===== src/rtl/econet_tx_ctrl_if.sv =====
// Host and PHY signal bundle for the Econet transmit frame sequencer.
// Latency: none; this file only groups wires.
// Backpressure: none here. The PHY paces bytes through request_byte, and the host polls busy/done.
// Ports: host buffer/command strobes, line_idle from the receiver, the PHY byte handshake, status back to host.
interface econet_tx_ctrl_if;
  // host side
  logic       wr_en;
  logic [7:0] wr_data;
  logic       clear;
  logic       send;
  logic       abort;
  logic       busy;
  logic       done;
  logic [1:0] status;
  // receiver side
  logic       line_idle;
  // PHY side
  logic [7:0] tx_byte;
  logic       start_frame;
  logic       end_frame;
  logic       request_byte;
  logic       transmitting;

  // The sequencer itself.
  modport slave (
    input  wr_en, wr_data, clear, send, abort, line_idle, request_byte, transmitting,
    output tx_byte, start_frame, end_frame, busy, done, status
  );

  // Whatever drives the sequencer (host plus PHY, or a bench).
  modport master (
    output wr_en, wr_data, clear, send, abort, line_idle, request_byte, transmitting,
    input  tx_byte, start_frame, end_frame, busy, done, status
  );
endinterface


===== src/rtl/econet_tx_ctrl.sv =====
// Econet transmit frame sequencer. The host fills a byte buffer and sends; the block waits for an idle line, starts the PHY, feeds bytes and closes the frame.
// Latency: send->WAIT_LINE 1 cycle; start_frame IDLE_BITS+1 cycles after send on an idle line; done is registered, 1 cycle after DRAIN.
// Backpressure: the PHY pulls bytes with request_byte. The host is locked out (writes/send ignored) while busy.
// Ports: econet_clk, reset (sync, active-high), bus (econet_tx_ctrl_if.slave).
module econet_tx_ctrl #(
  parameter int ADDR_W    = 8,
  parameter int IDLE_BITS = 15,
  parameter int TIMEOUT   = 4096
) (
  input  logic              econet_clk,
  input  logic              reset,
  econet_tx_ctrl_if.slave   bus
);

  localparam int DEPTH  = 1 << ADDR_W;
  localparam int IDLE_W = $clog2(IDLE_BITS + 1);
  localparam int TMO_W  = (TIMEOUT > 2) ? $clog2(TIMEOUT) : 1;

  localparam logic [IDLE_W-1:0] IDLE_TGT = IDLE_W'(IDLE_BITS);
  localparam logic [TMO_W-1:0]  TMO_LAST = TMO_W'(TIMEOUT - 1);
  localparam logic [ADDR_W-1:0] PTR_MAX  = '1;

  localparam logic [1:0] ST_OK      = 2'd0;
  localparam logic [1:0] ST_TIMEOUT = 2'd1;
  localparam logic [1:0] ST_EMPTY   = 2'd2;
  localparam logic [1:0] ST_ABORT   = 2'd3;

  typedef enum logic [2:0] {
    S_IDLE,
    S_WAIT_LINE,
    S_START,
    S_SEND,
    S_DRAIN
  } state_t;

  state_t              state, state_d;
  logic [7:0]          buf_mem [DEPTH];
  logic [ADDR_W-1:0]   wr_ptr;
  logic [ADDR_W-1:0]   rd_ptr;
  logic [IDLE_W-1:0]   idle_cnt;
  logic [TMO_W-1:0]    tmo_cnt;
  logic                req_q;
  logic                abort_latched;
  logic                done_q;
  logic [1:0]          status_q;

  logic                done_d;
  logic [1:0]          status_d;
  logic                launch;
  logic                byte_taken;
  logic                wr_accept;

  // The buffer is only writable in IDLE. clear outranks wr_en, and the pointer saturates so
  // the length never wraps back to zero.
  assign wr_accept  = (state == S_IDLE) && !bus.clear && bus.wr_en && (wr_ptr != PTR_MAX);

  // A byte is consumed when a request ends. A request stretched by bit stuffing is still one byte.
  assign byte_taken = (state == S_SEND) && req_q && !bus.request_byte;

  // ---------------------------------------------------------------------------
  // State register
  // ---------------------------------------------------------------------------
  always_ff @(posedge econet_clk) begin
    if (reset) begin
      state <= S_IDLE;
    end else begin
      state <= state_d;
    end
  end

  // ---------------------------------------------------------------------------
  // Next-state and completion decisions
  // ---------------------------------------------------------------------------
  always_comb begin
    state_d  = state;
    done_d   = 1'b0;
    status_d = status_q;
    launch   = 1'b0;

    case (state)
      S_IDLE: begin
        if (bus.send) begin
          if (wr_ptr == '0) begin
            done_d   = 1'b1;
            status_d = ST_EMPTY;
          end else begin
            launch  = 1'b1;
            state_d = S_WAIT_LINE;
          end
        end
      end

      S_WAIT_LINE: begin
        // An abort cancels outright. Otherwise reaching the idle target beats a
        // timeout that lands in the same cycle.
        if (bus.abort) begin
          done_d   = 1'b1;
          status_d = ST_ABORT;
          state_d  = S_IDLE;
        end else if (idle_cnt == IDLE_TGT) begin
          state_d = S_START;
        end else if (tmo_cnt == TMO_LAST) begin
          done_d   = 1'b1;
          status_d = ST_TIMEOUT;
          state_d  = S_IDLE;
        end
      end

      S_START: begin
        if (bus.transmitting) begin
          state_d = S_SEND;
        end
      end

      S_SEND: begin
        if (!bus.transmitting) begin
          state_d = S_DRAIN;
        end
      end

      S_DRAIN: begin
        done_d   = 1'b1;
        status_d = abort_latched ? ST_ABORT : ST_OK;
        state_d  = S_IDLE;
      end

      default: begin
        state_d = S_IDLE;
      end
    endcase
  end

  // ---------------------------------------------------------------------------
  // Pointers, counters and host-visible result
  // ---------------------------------------------------------------------------
  always_ff @(posedge econet_clk) begin
    if (reset) begin
      wr_ptr        <= '0;
      rd_ptr        <= '0;
      idle_cnt      <= '0;
      tmo_cnt       <= '0;
      req_q         <= 1'b0;
      abort_latched <= 1'b0;
      done_q        <= 1'b0;
      status_q      <= ST_OK;
    end else begin
      done_q   <= done_d;
      status_q <= status_d;
      req_q    <= bus.request_byte;

      if (state == S_IDLE) begin
        if (bus.clear) begin
          wr_ptr <= '0;
        end else if (wr_accept) begin
          wr_ptr <= wr_ptr + 1'b1;
        end
      end

      if (launch) begin
        idle_cnt <= '0;
        tmo_cnt  <= '0;
      end else if (state == S_WAIT_LINE) begin
        idle_cnt <= bus.line_idle ? idle_cnt + 1'b1 : '0;
        tmo_cnt  <= tmo_cnt + 1'b1;
      end

      if (launch) begin
        rd_ptr <= '0;
      end else if (byte_taken) begin
        rd_ptr <= rd_ptr + 1'b1;
      end

      // An abort during START is held until SEND, where it forces end_frame at the
      // next byte boundary so the PHY still closes the frame with a proper flag.
      if (launch || state == S_DRAIN) begin
        abort_latched <= 1'b0;
      end else if ((state == S_START || state == S_SEND) && bus.abort) begin
        abort_latched <= 1'b1;
      end
    end
  end

  // Frame buffer: contents survive reset.
  always_ff @(posedge econet_clk) begin
    if (!reset && wr_accept) begin
      buf_mem[wr_ptr] <= bus.wr_data;
    end
  end

  // ---------------------------------------------------------------------------
  // Outputs
  // ---------------------------------------------------------------------------
  assign bus.tx_byte     = buf_mem[rd_ptr];
  assign bus.start_frame = (state == S_START);
  // end_frame is combinational, so it is already valid when the PHY requests
  // the byte after the last one.
  assign bus.end_frame   = (state == S_SEND) && ((rd_ptr == wr_ptr) || abort_latched);
  assign bus.busy        = (state != S_IDLE);
  assign bus.done        = done_q;
  assign bus.status      = status_q;

endmodule


===== src/flat_wrapper.sv =====
// flat-port wrapper written by rule: the top's interface ports become plain ports
module econet_tx_ctrl_flat 
#(
  parameter int ADDR_W    = 8,
  parameter int IDLE_BITS = 15,
  parameter int TIMEOUT   = 4096
)
  (econet_clk, reset, bus_wr_en, bus_wr_data, bus_clear, bus_send, bus_abort, bus_line_idle, bus_request_byte, bus_transmitting, bus_tx_byte, bus_start_frame, bus_end_frame, bus_busy, bus_done, bus_status);
  econet_tx_ctrl_if bus_i ();
  input  logic econet_clk;
  input  logic reset;
  input wire logic [$bits(bus_i.wr_en)-1:0] bus_wr_en;
  input wire logic [$bits(bus_i.wr_data)-1:0] bus_wr_data;
  input wire logic [$bits(bus_i.clear)-1:0] bus_clear;
  input wire logic [$bits(bus_i.send)-1:0] bus_send;
  input wire logic [$bits(bus_i.abort)-1:0] bus_abort;
  input wire logic [$bits(bus_i.line_idle)-1:0] bus_line_idle;
  input wire logic [$bits(bus_i.request_byte)-1:0] bus_request_byte;
  input wire logic [$bits(bus_i.transmitting)-1:0] bus_transmitting;
  output wire logic [$bits(bus_i.tx_byte)-1:0] bus_tx_byte;
  output wire logic [$bits(bus_i.start_frame)-1:0] bus_start_frame;
  output wire logic [$bits(bus_i.end_frame)-1:0] bus_end_frame;
  output wire logic [$bits(bus_i.busy)-1:0] bus_busy;
  output wire logic [$bits(bus_i.done)-1:0] bus_done;
  output wire logic [$bits(bus_i.status)-1:0] bus_status;
  assign bus_i.wr_en = bus_wr_en;
  assign bus_i.wr_data = bus_wr_data;
  assign bus_i.clear = bus_clear;
  assign bus_i.send = bus_send;
  assign bus_i.abort = bus_abort;
  assign bus_i.line_idle = bus_line_idle;
  assign bus_i.request_byte = bus_request_byte;
  assign bus_i.transmitting = bus_transmitting;
  assign bus_tx_byte = bus_i.tx_byte;
  assign bus_start_frame = bus_i.start_frame;
  assign bus_end_frame = bus_i.end_frame;
  assign bus_busy = bus_i.busy;
  assign bus_done = bus_i.done;
  assign bus_status = bus_i.status;
  econet_tx_ctrl #(.ADDR_W(ADDR_W), .IDLE_BITS(IDLE_BITS), .TIMEOUT(TIMEOUT)) u_core (.econet_clk(econet_clk), .reset(reset), .bus(bus_i));
endmodule

===== config.mk =====
export PLATFORM = sky130hd
export DESIGN_NAME = econet_tx_ctrl_flat
export DESIGN_NICKNAME = d
export VERILOG_FILES = /design/src/rtl/econet_tx_ctrl_if.sv /design/src/rtl/econet_tx_ctrl.sv /design/src/flat_wrapper.sv
export SDC_FILE = /design/constraint.sdc
export NUM_CORES = 2
export LEC_CHECK = 0
export CAP_MARGIN = 10
export CORE_ASPECT_RATIO = 2
export CORE_UTILIZATION = 46
export CTS_BUF_LIST = sky130_fd_sc_hd__clkbuf_16
export DETAILED_ROUTE_END_ITERATION = 16
export DONT_BUFFER_PORTS = 1
export PLACE_DENSITY = 0.58
export REMOVE_ABC_BUFFERS = 1
export SLEW_MARGIN = 20
export SYNTH_ARGS = -nofsm -noshare
export SYNTH_HDL_FRONTEND = slang
export SYNTH_SLANG_ARGS = --single-unit

===== constraint.sdc =====
create_clock -name econet_clk -period 9.9 [get_ports econet_clk]
set_clock_uncertainty 0.15 [all_clocks]
set_input_delay 1.98 -clock econet_clk [delete_from_list [all_inputs] [get_ports econet_clk]]
set_output_delay 1.98 -clock econet_clk [all_outputs]
set_load 0.01 [all_outputs]

# After elaboration in Yosys (flattened, before gate mapping)
# Memory sizes are Yosys's and may differ from the RTL's. A register that Yosys moved wholly into a read port is not among the register bits.
# Index checks and enable logic that the tools add are counted.
# classes
add_sub_neg,4
eq_ne,16
muxes,31
n_reduce_logical,24
# ops
op,n
two-way mux 8 bit,4
two-way mux 3 bit,7
"adder 8 x 1 -> 8 bit, second input constant",2
"adder 12 x 1 -> 12 bit, second input constant",1
"== test 12 bit, second input constant",1
two-way mux 2 bit,6
case mux 3 bit (4 select lines),1
two-way mux 1 bit,10
"inequality test 2 bit, second input constant",5
AND reduction 5 bit,2
== test 8 bit,1
logical AND 1 bit,8
zero test 8 bit,1
"inequality test 8 bit, second input constant",1
"== test 3 x 2 -> 1 bit, second input constant",2
case mux 2 bit (3 select lines),1
nonzero test 3 bit,2
"adder 4 x 1 -> 4 bit, second input constant",1
"== test 4 bit, second input constant",1
two-way mux 4 bit,1
"inequality test 4 x 2 -> 1 bit, second input constant",1
OR reduction 2 bit,2
"== test 3 x 1 -> 1 bit, second input constant",1
"== test 3 bit, second input constant",1
other kinds (8),12
# totals
register_bits,40
ramBits,2048
input_bits,17
output_inout_bits,14
n_memories,1
# memory_table
memory,depth,width,rd,rd_clocked_by_memory_dff,wr,line_no,text
u_core.buf_mem,256,8,1,1,1,econet_tx_ctrl.sv:37,logic [7:0] buf_mem [DEPTH];

# Longest topological paths before layout
# logic_depth
depth_word,7
depth_mapped,12

# Worst setup path before layout
# Ideal clock, no wire load.
# synth_path
kind,reg-to-output
start,register (tool-made name)
end,output bus_tx_byte[6]
arrival_time_ns,2.203
t_required_ns,7.770
setup_slack_ns,5.567
stages_incl_launch_ff,10
cell_sequence,dfxtp_1 -> buf_6 -> buf_6 -> buf_4 -> buf_4 -> mux4_2 -> a22oi_1 -> a21boi_0 -> nor4_1 -> nor3_1
# synth_rtl
item,line_no,text
"end, declared",flat_wrapper.sv:20,output wire logic [$bits(bus_i.tx_byte)-1:0] bus_tx_byte;

==> impl_metrics.ini <==
[outcome]
status = finished, final reports clean

[setup_path]
worst-r2r-cell-count = 6
critPathCapture = bus_tx_byte[2]
timing.rr.start = u_core.state[1]
end_kind = output port
slowest_stage = dfxtp_4
start_kind = flop
critPathMaxStageDelay_ns = 0.85
r2r_setup_slack_ns = 5.55
cp_data_required_time_ns = 7.77
crit_arrival_ns = 5.58
crit_chain = buf_4 > mux4_2 > a22o_1 > a221oi_1 > o32ai_1 > a211oi_1 > nor4_1 > buf_4 > buf_4
path_common_cell = buf_4
critPathKind = flop to output port
reg2reg_to = u_core.buf_mem[54][2]
crit_fanout = 34

[routing]
viasPerCell = 6.078
wl_um = 217100
postRouteAntennaNets = 0
vias = 39410
drt_iter0_drc = 3601
dr.pass1.iters = 5
wl_per_cell_um = 33.47
drc = 0

[cts]
ctsHoldBuffers = 0
cts_resized = 0
numCtsBuffers = 183
cts_buffer_depth = 4
h-tree-depth = 4
path_clk_slew_ns = 0.07
cts_sinks = 2096
root_buffer = clkbuf_16
clk_latency_ns = 0.83
cts_setup_buffers = 0
cts_tree = built

[die]
core_sq_mm = 0.1765
die_w_um = 300.4
std_cell_rows = 218
chipHeight_um = 598.8
die-area_sq_mm = 0.1799
start_util_pct = 46.42
io_pins = 31

[timing]
fin_crit_ns = 7.711
drv_slew = 0
period_share_pct = 77.89
relSlewSlack_pct = 3.251
hold_viol_final = 0
rsz0062_at_grt = no
max_freq_mhz = 129.7
finalSetupTns_ns = 0
setup-violations-final = 0
tightest_slew_ns = 1.451

[synth]
synthXorXnorAreaFrac_pct = 0.3207
synth-edff-count = 2048
yosysMostFrequentCell = edfxtp_1
synth.area.top_cells = edfxtp_1, mux4_2, mux2i_1
synth.area.mux_share_pct = 14.47
yosysUniqueCellTypes = 81
synth_fa_ha_area_share_pct = 0.1069
syn-mean-instance-area_sq_um = 20.45
synth_compound_area_share_pct = 3.655
synth_top_cells_by_count = edfxtp_1, mux4_2, nor2_1
seq_area_frac_synth_pct = 76.24
yosysWarnings = 0
synth_top_cell_by_area = edfxtp_1
async_flop_share_pct = 0
ys_seq_elements = 2096
synth_top_family_by_area = multiplexers
synthCells = 4006
synth_area_sq_mm = 0.08192
yosysTopAreaCellShare_pct = 75.07
synthSimpleGateAreaFrac_pct = 3.151
ys_dominant_reg_cell = edfxtp_1

[worst_hold_path]
worstHoldPathType = flop to flop
whs_path_depth = 2
hp-start = u_core.idle_cnt[1]

[placement]
port_buffers = 0
hpwl_um = 134700
place_congestion = 0.8737
dpl_cell_area_sq_mm = 0.08392
dp_cells = 6159

[global_routing]
grt_use_total_pct = 24.31
grt_pass1_vias = 40960
grt_max_degree = 257
grt_pass1_wl_um = 305700
grt_overflow = 0
antenna_found_initial = 1

[power]
cellLeakagePower_nw = 26.44
p_per_area_mw_per_mm2 = 186.6
vdd_drop_max_uv = 159.6

[layout]
instances_no_fill = 6485
num-nets-final = 4059
drive_gt1_share_pct = 18.69
n_fill_cell = 14000
postLayoutCellArea_sq_mm = 0.08950
area_growth_pct = 9.255

[run]
cap_violations = 0
## worst max-delay path, delay by kind of cell, from the launching register on
kind            cells  cell delay (ns)
simple gates        1             0.26
compound gates      4             1.91
mux                 1             0.65
buf+inv             3             1.04
flops               1             0.85
## cells in the final DEF (no fill, tap or decap), drive strengths merged, types with 29 or more instances in the layout
cell type,count
nor3,34
dfxtp,48
nand2,94
a21oi,102
edfxtp,2048
nand3,35
mux4,446
o22ai,29
mux2i,155
a211oi,29
clkinv,78
o221ai,38
nor2,328
buf,73
a22oi,126
inv,54
clkbuf,186
## registers in the layout, summed over array words and instances (netlist names), named ones only
name and flops:
u_core.rd_ptr 8, u_core.abort_latched 1, u_core.req_q 1, u_core.tmo_cnt 12, u_core.buf_mem 2048, u_core.state 3, u_core.idle_cnt 4, u_core.bus.status 2
u_core.wr_ptr 8, u_core.bus.done 1
## routing by layer
layer | wire length, um | global-route usage (%) | up-vias
met5 | 0 | 0 | -
met4 | 13930 | 13.75 | 0
met3 | 8987 | 2.519 | 395
met2 | 119500 | 44.94 | 1222
met1 | 74630 | 27.00 | 21190
li1 | - | - | 16610
## power breakdown
group,internal [W],switching [W]
registers,0.00974,0.00000790
clock network,0.00369,0.00318
logic,0.0000236,0.0000693
## how the worst min path moves through the flow
stage / end / slack [ns]
final: u_core.idle_cnt[1] / 0.33
after global routing: u_core.idle_cnt[1] / 0.37
after CTS: u_core.idle_cnt[1] / 0.33
after detailed placement: u_core.idle_cnt[1] / 0.32
after global placement: u_core.tmo_cnt[1] / 0.31
after floorplan: u_core.idle_cnt[1] / 0.30
## cell type report
cell class,count,area (sq um),area share [%]
antenna,2,5.005,0.005592
clock buffer,186,4654,5.200
clock inverter,137,899.6,1.005
inverter,11,41.29,0.04613
multi-input combinational,1670,17880,19.98
sequential,2096,62480,69.80
tap,2310,2890,3.229
timing repair buffer,73,655.6,0.7325
## stage by stage
step	hold WS (ns)	worst slack [ns]	utilization, %	total power [W]
2_1_floorplan	0.2992	-17.40	-	0.009984
3_3_place_gp	0.3134	2.921	47.55	0.01001
3_5_place_dp	0.3169	2.975	47.55	0.01001
4_1_cts	0.3262	2.062	50.70	0.01678
5_1_grt	0.3680	2.081	50.72	0.01708
6_report	0.3251	2.189	50.72	0.01671
## cells by family (layout without fill, tap and decap cells)
kind of cell	after synthesis	in the layout
flip-flops	2096	2096
multiplexers	613	613
AND/OR/NAND/NOR	582	582
AO/OA/AOI/OAI	430	430
buffers and inverters	247	407
XOR/XNOR	30	30
adder cells (fa/ha/maj)	7	7
other	1	10
Note: power is estimated with default switching activity, not from simulation.
